[config.mk]
export PLATFORM = sky130hd
export DESIGN_NAME = counter_4bit
export DESIGN_NICKNAME = d
export VERILOG_FILES = /design/src/rtl/counter_4bit.sv
export SDC_FILE = /design/constraint.sdc
export NUM_CORES = 1
export LEC_CHECK = 0
export CORE_AREA = 2 2 39 41
export CTS_CLUSTER_DIAMETER = 150
export DETAILED_ROUTE_END_ITERATION = 10
export DIE_AREA = 0 0 41 43
export GPL_ROUTABILITY_DRIVEN = 1
export PLACE_DENSITY_LB_ADDON = 0.3
export SKIP_LAST_GASP = 1
export SYNTH_ARGS = -nofsm -noshare
export SYNTH_HDL_FRONTEND = slang
export SYNTH_SLANG_ARGS = --single-unit
[constraint.sdc]
create_clock -name clk -period 4.04 [get_ports clk]
set_input_delay 0.606 -clock clk [delete_from_list [all_inputs] [get_ports clk]]
set_output_delay 0.606 -clock clk [all_outputs]
set_load 0.005 [all_outputs]
[src/rtl/counter_4bit.sv]
// counter_4bit
//
// Purpose:
//   Synchronous up/down counter with a count enable and a direction select.
//   On every rising edge it clears, holds, increments or decrements a single
//   registered value. The value wraps modulo 2^WIDTH.
//
// Ports:
//   clk        system clock; every state update happens on its rising edge
//   reset      synchronous active-low reset; a 0 at an edge clears count
//   enable     1 = count, 0 = hold
//   count_dir  1 = up (increment), 0 = down (decrement)
//   count      current counter value, driven straight from the register
module counter_4bit #(
  parameter int WIDTH = 4
) (
  input  logic             clk,
  input  logic             reset,
  input  logic             enable,
  input  logic             count_dir,
  output logic [WIDTH-1:0] count
);

  // Reset beats enable, and enable beats direction. The add and the subtract
  // stay at WIDTH bits, so the carry or borrow falls off and the value wraps.
  always_ff @(posedge clk) begin
    if (!reset) begin
      count <= '0;
    end else if (enable) begin
      if (count_dir) begin
        count <= count + WIDTH'(1);
      end else begin
        count <= count - WIDTH'(1);
      end
    end
  end

endmodule

======== After elaboration in Yosys (flattened, before gate mapping) ========
Cells that the tools add are included.
cells by class
  add/sub/neg operators ................... 2
  mux-type cells .......................... 1
operators by type and width
  kind                                              number
  adder 4 x 1 -> 4 bit, second input constant       1
  two-way mux 4 bit                                 1
  subtractor 4 x 1 -> 4 bit, second input constant  1
storage, ports and cells
  register bits after elaboration ......... 4
  bits of input ports ..................... 4
  output and inout port bits .............. 4
  word-level logic and storage cells ...... 4

======== Longest topological paths before layout ========
  word-level depth ........................ 2
  depth in mapped cells ................... 6
  gate-level depth less buffers ........... 6

======== Worst setup path before layout ========
Ideal clock, no wire load.
  kind .................................... input to register
  from .................................... input count_dir
  to ...................................... register count[3]
  setup time .............................. 72 ps
  arrival ................................. 1,664 ps
  required time ........................... 3,968 ps
  slack ................................... 2,304 ps
  stages on the path ...................... 6
  buffers on the path ..................... 0
  path through ............................ inv_1 > ha_1 > a21o_1 > a21oi_2 > mux2i_1 > mux2i_1
between the ends
  longest elaborated chain between the ends .. 1
ends and longest elaborated chain
  element               RTL line  source
  start, declared       20        input logic count_dir,
  two-way mux 4 bit     30        if (count_dir) begin
  end signal, assigned  31        count <= count + WIDTH'(1);
  end signal, assigned  33        count <= count - WIDTH'(1);
  end, declared         21        output logic [WIDTH-1:0] count
Every way passes these cells.
A chain may end at the register's enable or synchronous reset.

======== Worst setup path in the final report ========
Ends and elaborated chain as after synthesis.

==> metrics <==
status completed; DP HPWL between 300 and 400 um; Synth Instances 24; layout cells sized above 1 0.121; Resized cells post-CTS 0; critical path required time ~4.2 ns; Setup CP Type in2reg; CTS HTree Levels 1; Critical Path AT around 2.3 ns; mux share of post-synthesis cell area 0.124; Final Cycle Share 0.535; compound-gate portion of the synthesized area 0.109; post-detailed-route count of antenna-violating nets 0; Crit-path slowest cell clkdlybuf4s50_1; GRT Util Overall 0.0733; Most flops, register count; setup bufs post-CTS 0; hold path endpoint count[3]$_SDFFE_PN0P_; Synth Area in Adders 0.187; CTS tree built; Final Setup Violations 0; Num CTS Buffers 3; Power Dens Cells approximately 390 nW/um^2; main combinational cell family by area after synthesis adder cells; power share of the clock group 0.348; part of the power in registers 0.368; first-pass GRT wire length about 800 um; Largest regs count: 4 flops; sequential share of the synthesized area 0.332; die area 1760 um^2; Simple-Gate Fraction of Synth Area 0.140; crit-path max FO 4; core area 1380 um^2; Synth Net Count 31; Largest register FFs 4; Synth-to-Final Area Change 44.6%; clock skew between 0.0003 and 0.0004 ns; initial antenna violation count 0; placed cells 46; number of distinct library cells after synthesis 15; antenna cells 0; IO Port Bufs 7; worst-case clock buffer depth 2; Yosys reg bits 4; die width between 40 and 50 um; endpoints failing hold 0; placer congestion estimate roughly 0.57; Top Family by Delay on Critical Path buffers and inverters; fill count 155; synth warn 0; leading cell type in the layout, fill and taps excluded clkdlybuf4s50_1; area of the mapped netlist approximately 240 um^2; peak supply drop ~0.11 mV; actual slew at the worst max-slew pin 0.225 ns; setup_tns 0 ns; sw frac 0.248; max_cap viols 0; reg2reg path depth 5; crit path launch type input pin; worst hold path type reg2reg; worst path bufs/invs 2; Initial Util 0.175; Combinational Power Share 0.284; CP endpoint kind flip-flop; Worst path most repeated cell mux2i_1; worst hold start count[3]$_SDFFE_PN0P_; asr flop ratio synth 0; most frequent cells in the layout clkdlybuf4s50_1 (7), nand2_1 (4), dfxtp_1 (4); Post-synth EDFFs 0; 1st-iter DRT viols 4; RSZ-0062 raised after global routing no; max_slew headroom 0.846; internal power 0.102 mW; root buffer cell clkbuf_4; nets between 40 and 50; die height 43 um; GRT overflow 0; Skew-Pair Late Insertion Delay between 0.2 and 0.25 ns; drt total wl 461 um; Cell Chain, Critical Path clkdlybuf4s50_1 > inv_1 > ha_1 > a21o_1 > a21oi_2 > mux2i_1 > mux2i_1; RR Startpoint count[1]$_SDFFE_PN0P_; largest net degree at the start of global routing 7; vias between 200 and 250; ys flop type dfxtp_1; clock transition at the registers of the reported paths ~0.040 ns; Final Max Slew Viols 0; syn avg cell area 10.1 um^2; max incr delay on CP ~0.48 ns; number of hold buffers added after CTS 0; crit path time final between 2 and 2.5 ns; row count 14; # IOs 8; Pre-antenna DRT Iters 4; DRC Markers 0; leakage 0.166 nW; RR Endpoint count[3]$_SDFFE_PN0P_; Post-Synth XOR/XNOR Area 0.0725; vias in the first global route 205; clk sinks 4; hold depth 2; R2R setup slack about 2.5 ns; Via density ~4.2; P_sw approximately 0.034 mW; Post-Layout Cell Count just under 50; DR WL/cell 9.41 um; Fmax roughly 460 MHz
## worst reg2reg max path, cell delays in order (launching register included)
cell	delay, ns
dfxtp_1	0.38
ha_1	0.26
a21o_1	0.20
a21oi_2	0.15
mux2i_1	0.27
mux2i_1	0.20
## how the worst max path moves through the flow
stage                         start               endpoint  slack (ns)  depth (start not counted)
after floorplan           count_dir  count[3]$_SDFFE_PN0P_        2.30                          6
after global placement    count_dir  count[3]$_SDFFE_PN0P_        1.73                          7
after detailed placement  count_dir  count[3]$_SDFFE_PN0P_        1.64                          7
after CTS                 count_dir  count[3]$_SDFFE_PN0P_        1.88                          7
after global routing      count_dir  count[3]$_SDFFE_PN0P_        1.84                          7
final                     count_dir  count[3]$_SDFFE_PN0P_        1.88                          7
## through the flow
stage / utilization / hold WS, ns / instance area, um^2 / setup WS (ns) / power [mW]
finish: 0.252 / 0.466 / 349 / 1.88 / 0.135
global route: 0.252 / 0.501 / 349 / 1.84 / 0.148
CTS: 0.252 / 0.471 / 349 / 1.88 / 0.139
detailed placement: 0.236 / 0.466 / 327 / 1.64 / 0.0896
global placement: 0.236 / 0.457 / 327 / 1.73 / 0.0880
floorplan: - / 0.459 / 241 / 2.30 / 0.0722
## metal layers
metal,wire length (um),global-route usage,up-vias
met4,0,0.0600,0
met3,56,0.0524,0
met5,0,0,-
met1,207,0.0804,97
met2,197,0.0906,13
li1,-,-,98
## power by group through the flow
stage | Clock [mW] | Combinational (mW) | Sequential [mW]
after CTS | 0.0500 | 0.0390 | 0.0500
final | 0.0471 | 0.0385 | 0.0498
after global placement | 0 | 0.0377 | 0.0503
after detailed placement | 0 | 0.0390 | 0.0506
after floorplan | 0 | 0.0220 | 0.0502
after global routing | 0.0536 | 0.0436 | 0.0509
## cell type report
type	count	area (um^2)	area share
Clock buffer	3	22.5	0.0645
Multi-Input combinational cell	18	153	0.437
Sequential cell	4	80.1	0.229
Timing Repair Buffer	7	70.1	0.201
Tap cell	16	20.0	0.0573
Inverter	1	3.75	0.0108
## synth_stat cells (all sizes together), types with 2 or more instances
| cell | number | share of area |
|---|---|---|
| mux2i | 3 | 0.12 |
| nand2 | 4 | 0.062 |
| ha | 2 | 0.10 |
| dfxtp | 4 | 0.33 |
## cell families (layout without fill, tap and decap cells)
logic type,count (synthesis),after routing
AO/OA/AOI/OAI,3,3
multiplexers,3,3
adder cells (fa/ha/maj),3,3
XOR/XNOR,2,2
buffers and inverters,2,11
flip-flops,4,4
AND/OR/NAND/NOR,7,7
No activity file was read; power rests on OpenSTA's default activity.
